`src/rtl/mem_stage_ctrl.sv`:
```
// Memory-stage controller: consumes EX/MEM pipeline outputs, runs data-memory
// loads/stores over a req/ack handshake, stalls upstream while an access is
// outstanding and registers the MEM/WB stage outputs.
module mem_stage_ctrl #(
  parameter int ARQ     = 16,
  parameter int TIMEOUT = 15
) (
  input  logic           clk,
  input  logic           rst,
  input  logic           wb_enable_in,
  input  logic           rd_mem_en,
  input  logic           wr_mem_en,
  input  logic           mux_mem_in,
  input  logic           pc_en_in,
  input  logic [ARQ-1:0] src1_in,
  input  logic [ARQ-1:0] srcdest_in,
  input  logic [ARQ-1:0] alu_result_in,
  input  logic [ARQ-1:0] wb_imm_in,
  input  logic [2:0]     wb_dest_in,
  output logic           mem_req,
  output logic           mem_we,
  output logic [ARQ-1:0] mem_addr,
  output logic [ARQ-1:0] mem_wdata,
  input  logic [ARQ-1:0] mem_rdata,
  input  logic           mem_ack,
  output logic           stall_out,
  output logic           mem_err,
  output logic           wb_enable_out,
  output logic           pc_en_out,
  output logic [ARQ-1:0] src1_out,
  output logic [ARQ-1:0] wb_data_out,
  output logic [ARQ-1:0] wb_imm_out,
  output logic [2:0]     wb_dest_out
);

  localparam logic [0:0] IDLE = 1'b0;
  localparam logic [0:0] WAIT = 1'b1;

  // Last counter value before the access is abandoned (counter starts at 0).
  localparam logic [7:0] CNT_LAST = 8'(TIMEOUT - 1);

  logic [0:0]     state_q, state_d;
  logic [7:0]     cnt_q, cnt_d;
  logic           mem_req_q, mem_req_d;
  logic           mem_we_q, mem_we_d;
  logic [ARQ-1:0] mem_addr_q, mem_addr_d;
  logic [ARQ-1:0] mem_wdata_q, mem_wdata_d;
  logic           mem_err_q, mem_err_d;
  logic           wb_enable_q, wb_enable_d;
  logic           pc_en_q, pc_en_d;
  logic [ARQ-1:0] src1_q, src1_d;
  logic [ARQ-1:0] wb_data_q, wb_data_d;
  logic [ARQ-1:0] wb_imm_q, wb_imm_d;
  logic [2:0]     wb_dest_q, wb_dest_d;
  logic           stall_d;
  logic           access;
  logic           is_load;

  // Next-state, handshake and MEM/WB update logic; stall is purely combinational.
  always_comb begin
    access      = rd_mem_en | wr_mem_en;
    // A simultaneous load+store request is treated as a store.
    is_load     = rd_mem_en & ~wr_mem_en;
    state_d     = state_q;
    cnt_d       = cnt_q;
    mem_req_d   = mem_req_q;
    mem_we_d    = mem_we_q;
    mem_addr_d  = mem_addr_q;
    mem_wdata_d = mem_wdata_q;
    mem_err_d   = mem_err_q;
    wb_enable_d = wb_enable_q;
    pc_en_d     = pc_en_q;
    src1_d      = src1_q;
    wb_data_d   = wb_data_q;
    wb_imm_d    = wb_imm_q;
    wb_dest_d   = wb_dest_q;
    stall_d     = 1'b0;

    case (state_q)
      IDLE: begin
        if (access) begin
          stall_d     = 1'b1;
          mem_req_d   = 1'b1;
          mem_we_d    = wr_mem_en;
          mem_addr_d  = alu_result_in;
          mem_wdata_d = srcdest_in;
          cnt_d       = 8'd0;
          state_d     = WAIT;
          wb_enable_d = 1'b0;
          pc_en_d     = 1'b0;
        end else begin
          // No load in flight, so mux_mem_in has nothing to select.
          wb_enable_d = wb_enable_in;
          pc_en_d     = pc_en_in;
          src1_d      = src1_in;
          wb_data_d   = alu_result_in;
          wb_imm_d    = wb_imm_in;
          wb_dest_d   = wb_dest_in;
        end
      end
      WAIT: begin
        if (mem_ack) begin
          // Ack takes priority over a timeout landing in the same cycle.
          mem_req_d   = 1'b0;
          state_d     = IDLE;
          wb_enable_d = wb_enable_in;
          pc_en_d     = pc_en_in;
          src1_d      = src1_in;
          wb_data_d   = (is_load && mux_mem_in) ? mem_rdata : alu_result_in;
          wb_imm_d    = wb_imm_in;
          wb_dest_d   = wb_dest_in;
        end else if (cnt_q == CNT_LAST) begin
          // Give up: flag the error and drop the instruction as a bubble.
          mem_req_d   = 1'b0;
          mem_err_d   = 1'b1;
          state_d     = IDLE;
          wb_enable_d = 1'b0;
          pc_en_d     = 1'b0;
        end else begin
          stall_d     = 1'b1;
          cnt_d       = cnt_q + 8'd1;
          wb_enable_d = 1'b0;
          pc_en_d     = 1'b0;
        end
      end
      default: begin
        state_d = IDLE;
      end
    endcase
  end

  // State and output registers with synchronous reset of everything.
  always_ff @(posedge clk) begin
    if (rst) begin
      state_q     <= IDLE;
      cnt_q       <= 8'd0;
      mem_req_q   <= 1'b0;
      mem_we_q    <= 1'b0;
      mem_addr_q  <= '0;
      mem_wdata_q <= '0;
      mem_err_q   <= 1'b0;
      wb_enable_q <= 1'b0;
      pc_en_q     <= 1'b0;
      src1_q      <= '0;
      wb_data_q   <= '0;
      wb_imm_q    <= '0;
      wb_dest_q   <= '0;
    end else begin
      state_q     <= state_d;
      cnt_q       <= cnt_d;
      mem_req_q   <= mem_req_d;
      mem_we_q    <= mem_we_d;
      mem_addr_q  <= mem_addr_d;
      mem_wdata_q <= mem_wdata_d;
      mem_err_q   <= mem_err_d;
      wb_enable_q <= wb_enable_d;
      pc_en_q     <= pc_en_d;
      src1_q      <= src1_d;
      wb_data_q   <= wb_data_d;
      wb_imm_q    <= wb_imm_d;
      wb_dest_q   <= wb_dest_d;
    end
  end

  assign mem_req       = mem_req_q;
  assign mem_we        = mem_we_q;
  assign mem_addr      = mem_addr_q;
  assign mem_wdata     = mem_wdata_q;
  assign mem_err       = mem_err_q;
  assign stall_out     = stall_d;
  assign wb_enable_out = wb_enable_q;
  assign pc_en_out     = pc_en_q;
  assign src1_out      = src1_q;
  assign wb_data_out   = wb_data_q;
  assign wb_imm_out    = wb_imm_q;
  assign wb_dest_out   = wb_dest_q;

endmodule
```
`config.mk`:
```
export PLATFORM = sky130hd
export DESIGN_NAME = mem_stage_ctrl
export DESIGN_NICKNAME = d
export VERILOG_FILES = /design/src/rtl/mem_stage_ctrl.sv
export SDC_FILE = /design/constraint.sdc
export NUM_CORES = 1
export LEC_CHECK = 0
export BUFFER_PORTS_ARGS = -buffer_cell sky130_fd_sc_hd__buf_2
export CORE_ASPECT_RATIO = 2
export CORE_MARGIN = 2
export CORE_UTILIZATION = 44
export CTS_BUF_LIST = sky130_fd_sc_hd__clkbuf_2 sky130_fd_sc_hd__clkbuf_4 sky130_fd_sc_hd__clkbuf_8
export DETAILED_ROUTE_END_ITERATION = 6
export HOLD_SLACK_MARGIN = 0.15
export PLACE_DENSITY = 0.76
export SLEW_MARGIN = 0
export SYNTH_ARGS = -nofsm -noshare
export SYNTH_HDL_FRONTEND = slang
export SYNTH_SLANG_ARGS = --single-unit
```
`constraint.sdc`:
```
create_clock -name clk -period 2.8 [get_ports clk]
set_clock_uncertainty 0.2 [all_clocks]
set_input_delay 0.42 -clock clk [delete_from_list [all_inputs] [get_ports clk]]
set_output_delay 0.42 -clock clk [all_outputs]
set_load 0.02 [all_outputs]
```
==> results of run 1 <==
-- worst paths after layout --
| check | slack, ns | startpoint | cells after the start | to |
|---|---|---|---|---|
| setup / recovery | 0.25 | cnt_q[0]$_SDFFE_PP0P_ | 6 | stall_out |
| setup reg to reg | 0.69 | state_q$_SDFF_PP0_ | 5 | cnt_q[7]$_SDFFE_PP0P_ |
| hold / removal | 0.20 | mem_rdata[14] | 3 | wb_data_out[14]$_SDFFE_PP0P_ |
| hold reg to reg | 0.25 | src1_out[2]$_SDFFE_PP0P_ | 2 | src1_out[2]$_SDFFE_PP0P_ |
-- stage by stage --
stage	hold WS [ns]	area (um^2)	cells	power (mW)	utilization, %
2_1_floorplan	0.281	3650	439	1.92	-
3_3_place_gp	0.235	4660	695	2.15	57.0
3_5_place_dp	0.243	4660	695	2.16	57.0
4_1_cts	0.181	5530	781	3.05	67.6
5_1_grt	0.184	5530	781	3.16	67.6
6_report	0.198	5530	781	3.02	67.6
-- sequential cells by signal, summed over array words and instances, names as in the netlist, 3 cells and up --
signal       count
cnt_q            8
wb_data_out     16
src1_out        16
wb_dest_out      3
wb_imm_out      16
mem_addr        16
mem_wdata       16
-- cells in the final DEF (no fill, tap or decap), drive strengths merged, types with 2 or more instances in the layout --
master | Yosys | layout
nor3b | 2 | 2
a21boi | 2 | 2
inv | 3 | 3
clkinvlp | 0 | 3
clkbuf | 24 | 11
clkinv | 0 | 2
ha | 2 | 2
buf | 8 | 190
nand2 | 140 | 140
dfxtp | 97 | 97
or3 | 3 | 3
a211oi | 19 | 19
a21oi | 74 | 74
mux2i | 16 | 16
nand3 | 4 | 4
o21ai | 7 | 7
dlygate4sd3 | 0 | 70
nor2 | 22 | 22
nor3 | 4 | 4
-- routing by layer --
layer	share of wire [%]	vias to the layer above
li1	-	1942
met1	36	1807
met2	54	150
met3	4.7	37
met4	4.8	0
met5	0	-
-- layout make-up --
type	instances	area share, %
repair buffers	260	30.8
flip-flops and latches	97	35.1
clock buffers	11	2.51
multi-input cells	307	28.5
well taps	98	2.22
clock inverters	5	0.589
inverters	3	0.204
-- critical path: stages, from the launching register on --
cell	delay (ns)
dfxtp_1	0.33
inv_1	0.09
ha_1	0.14
or4b_4	0.48
o31ai_4	0.29
nand2_4	0.08
buf_2	0.17
-- cell usage after synthesis, drive strengths merged (2+ instances only) --
cell    number
a211oi      19
a21boi       2
a21oi       74
buf          8
clkbuf      24
dfxtp       97
ha           2
inv          3
mux2i       16
nand2      140
nand3        4
nor2        22
nor3         4
nor3b        2
o21ai        7
or3          3
-- power groups by stage --
stage | clock network [mW] | registers [mW] | logic, mW
2_1_floorplan | 0 | 1.68 | 0.236
3_3_place_gp | 0 | 1.56 | 0.584
3_5_place_dp | 0 | 1.57 | 0.597
4_1_cts | 0.841 | 1.53 | 0.671
5_1_grt | 0.884 | 1.55 | 0.734
6_report | 0.808 | 1.53 | 0.678
-- kinds of logic (layout without fill, tap and decap cells) --
group	after synthesis	in the layout	share of synthesized area [%]
xor+xnor	1	1	0.240
mux	16	16	4.39
buf+inv	35	279	3.84
fa+ha+maj	2	2	0.686
flops	97	97	53.2
simple gates	181	181	20.5
compound gates	107	107	17.1
-- timing repair --
item,4_1_cts,5_1_grt
resized for setup,0,0
hold buffers,70,0
endpoints found under the hold margin,70,0
==> flow_summary.ini, run 1 <==
[sta]
setup_ws_ns = 0.255
worst_pin_slew_ns = 0.652
finalMaxSlewViolations = 0
rsz0062_at_grt = false
setup_viol = 0
tns_ns = 0
max_slew_margin_pct = 56.4
post-route-min-period_ns = 2.55
min_period_over_period_pct = 90.9
fmax_mhz = 393
hold_viol_final = 0

[grt]
grt_pass1_vias = 3791
grtUsageMet1_pct = 24.7
overflow = 0
met2_usage_pct = 43.7
grt_max_degree = 50
grt_pass1_wl_um = 16900
grt_usage_pct = 24.5
use_met3_pct = 4.76
busiest_layer = met2
antenna_found_initial = 0

[drt]
drc = 0
drt_iter0_drc = 128
via_per_inst = 5.04
dr.pass1.iters = 4
postRouteAntennaNets = 0
dr_total_vias = 3936
wl_um = 11100
routedWlPerCell_um = 14.2

[layout]
syn2layout_area_growth_pct = 51.6
multi_input_area_mm2 = 0.00158
fin_nets = 771
seq_area_mm2 = 0.00194
antenna_cells = 0
drive_gt1_share_pct = 31.6
fill_cells = 654

[synthesis]
synthTopCellsByArea = dfxtp_1 53%, nand2_1 14%, a21oi_1 10%, mux2i_1 4.4%, a211oi_1 3.9%
avgSynthCellArea_um2 = 8.31
yosys_warnings = 0
async_flop_share_pct = 0
yosysSeqAreaShare_pct = 53.2
synth_top_area_share_pct = 53.2
synth_cells = 439
yosys.area.top_type = dfxtp_1
synth_ff_type = dfxtp_1
ys_types = 32
synthesis.area_mm2 = 0.00365
synth_edf_count = 0
synth_fp_nets = 532
ys_seq_elements = 97

[worst_setup_path]
crit_type = reg2out
cp.required_ns = 2.18
worstPathMaxFanout = 3
cp-start-kind = flip-flop
worstPathArrival_ns = 1.93
endpoint_kind = output pin

[power_and_ir_drop]
p_int_mw = 2.10
p_switching_mw = 0.919
combPwrFrac_pct = 22.4
swShare_pct = 30.4
p_leak_nw = 2.64
vdd_drop_max_uv = 468
powerDensity_mw_per_mm2 = 546
seq_power_share_pct = 50.8
p_clk_share_pct = 26.8

[cts]
post-cts-setup-buffers = 0
ctsHtreeMaxLevel = 3
clock-sinks = 97
cts_buffers = 9
cts-root-buf = clkbuf_8
cts_tree = done
cts.clk_slew.worst_paths_ns = 0.09
max-clock-path-buffers = 2
clkLatencyLatePin_ns = 0.36

[floorplan]
die_y_um = 133
row_count = 47
die_w_um = 68.4
start_util_pct = 44.6
coreArea_mm2 = 0.00817
pin_count = 180
die-area_mm2 = 0.00908

[hold_path]
hp-class = in2reg

[place]
gp_congestion = 0.853
port_buffers = 179
dp_hpwl_um = 7220
post-place-ws_ns = 0.619

[run]
drv_cap = 0

[status]
status = complete, no violations
Note: power is estimated with default switching activity, not from simulation.
==> run 2: changes to the inputs <==
Settings changed: BUFFER_PORTS_ARGS -buffer_cell sky130_fd_sc_hd__buf_2 to -buffer_cell sky130_fd_sc_hd__buf_4, CORE_UTILIZATION 44 to 35, PLACE_DENSITY 0.76 to 0.65.
Clock period 2.8 ns to 2.3 ns, I/O delays scaled along.
==> flow_summary.ini, run 2 (same netlist as run 1, synthesis figures left out) <==
[sta]
rsz0062_at_grt = true
post-route-min-period_ns = 2.37
finalMaxSlewViolations = 0
setup_ws_ns = -0.0743
fmax_mhz = 421
hold_viol_final = 0
min_period_over_period_pct = 103
setup_viol = 2
fin_hold_ws_ns = 0.170
worst_pin_slew_ns = 0.607
max_slew_margin_pct = 59.6

[place]
gp_congestion = 0.897
dp_hpwl_um = 8120
placed_cells = 732
port_buffers = 179

[cts]
cts.clk_slew.worst_paths_ns = 0.09
cts-root-buf = clkbuf_8
cts_tree = done
ctsHtreeMaxLevel = 3
max-clock-path-buffers = 2
clock-sinks = 97
clkLatencyLatePin_ns = 0.35
cts_buffers = 9

[grt]
grt_usage_pct = 21.9
antenna_found_initial = 0
grt_pass1_wl_um = 19900
grt_max_degree = 52
grt_pass1_vias = 4103
overflow = 0

[drt]
routedWlPerCell_um = 14.9
via_per_inst = 4.85
dr_total_vias = 4071
wl_um = 12500
postRouteAntennaNets = 0
drt_iter0_drc = 144
drc = 0
dr.pass1.iters = 4

[floorplan]
pin_count = 180
die_y_um = 148
die_w_um = 76.2
start_util_pct = 35.9
coreArea_mm2 = 0.0101
row_count = 52
die-area_mm2 = 0.0113

[layout]
final_common_cell = buf_4
antenna_cells = 0
drive_gt1_share_pct = 32.4
fin_nets = 793
fill_cells = 883
syn2layout_area_growth_pct = 73.2
final_cell_mix = 193 x buf_4, 139 x nand2_1, 95 x dfxtp_1, 84 x dlygate4sd3_1, 74 x a21oi_1
final_cells = 839

[worst_setup_path]
r2r-end = cnt_q[5]$_SDFFE_PP0P_
endpoint = stall_out
worstPathArrival_ns = 1.83
worstPathMaxFanout = 2
crit_type = reg2out
endpoint_kind = output pin
timing.rr.start = cnt_q[0]$_SDFFE_PP0P_
cp.required_ns = 1.75
r2r_slack_ns = -0.05
rr_worst_depth = 10
cp-startpoint = cnt_q[0]$_SDFFE_PP0P_
cp-start-kind = flip-flop

[power_and_ir_drop]
combPwrFrac_pct = 24.6
p_leak_nw = 2.86
swShare_pct = 28.4
vdd_drop_max_uv = 443
p_int_mw = 2.92
p_clk_share_pct = 29.8
seq_power_share_pct = 45.6
p_switching_mw = 1.16
powerDensity_mw_per_mm2 = 647

[status]
failed_checks = setup timing
status = finished with violations

[run]
drv_cap = 0

[hold_path]
hold-path-cell-count = 3
hp-class = in2reg
[run 2: worst min-delay path by stage]
stage | from | end
6_report | mem_rdata[9] | wb_data_out[9]$_SDFFE_PP0P_
3_3_place_gp | wb_imm_out[12]$_SDFFE_PP0P_ | wb_imm_out[12]$_SDFFE_PP0P_
3_5_place_dp | wb_imm_out[8]$_SDFFE_PP0P_ | wb_imm_out[8]$_SDFFE_PP0P_
5_1_grt | mem_rdata[9] | wb_data_out[9]$_SDFFE_PP0P_
4_1_cts | mem_rdata[9] | wb_data_out[9]$_SDFFE_PP0P_
2_1_floorplan | cnt_q[1]$_SDFFE_PP0P_ | cnt_q[1]$_SDFFE_PP0P_
[run 2: metrics by stage]
step	setup TNS, ns	cell area [um^2]	setup slack, ns	util, %	power (mW)
after floorplan	0	3650	0.243	-	2.34
after global placement	0	5170	0.212	50.9	2.75
after detailed placement	0	5170	0.155	50.9	2.77
after CTS	-0.0728	6310	-0.0728	62.2	4.12
after global routing	-0.339	6320	-0.160	62.3	4.29
final	-0.120	6320	-0.0743	62.3	4.09
[run 2: power by group through the flow]
stage               sequential, mW  clock (mW)  combinational (mW)
detailed placement            1.90           0               0.866
global route                  1.88        1.34                1.08
CTS                           1.86        1.25                1.00
finish                        1.86        1.22                1.01
global placement              1.90           0               0.854
floorplan                     2.05           0               0.287
[run 2: worst max-delay path, cell delays in order (launching register included)]
cell	delay, ns
dfxtp_2	0.33
inv_2	0.07
ha_4	0.11
or4b_4	0.47
o31ai_4	0.27
nand2_4	0.07
buf_6	0.15
[run 2: area by class of cell]
class / instances / area, um^2 / share of cell area (%)
inverters: 3 / 11.3 / 0.178
clock inverters: 5 / 80.1 / 1.27
well taps: 135 / 169 / 2.67
clock buffers: 10 / 138 / 2.18
multi-input cells: 307 / 1600 / 25.3
flip-flops and latches: 97 / 1950 / 30.8
repair buffers: 282 / 2370 / 37.5
[run 2: timing repair]
item | in CTS | in global routing
pin swaps | 3 | 1
hold buffers | 84 | 0
resized for setup | 7 | 2
endpoints found under the hold margin | 84 | 0
buffers inserted | 8 | 1
endpoints found under the setup margin | 1 | 3
[run 2: metal layers]
metal / wire, um / track usage, % / up-vias
li1: - / - / 1983
met4: 452 / 11.2 / 0
met5: 0 / 0 / -
met2: 7040 / 42.8 / 144
met3: 505 / 4.37 / 33
met1: 4530 / 21.5 / 1911
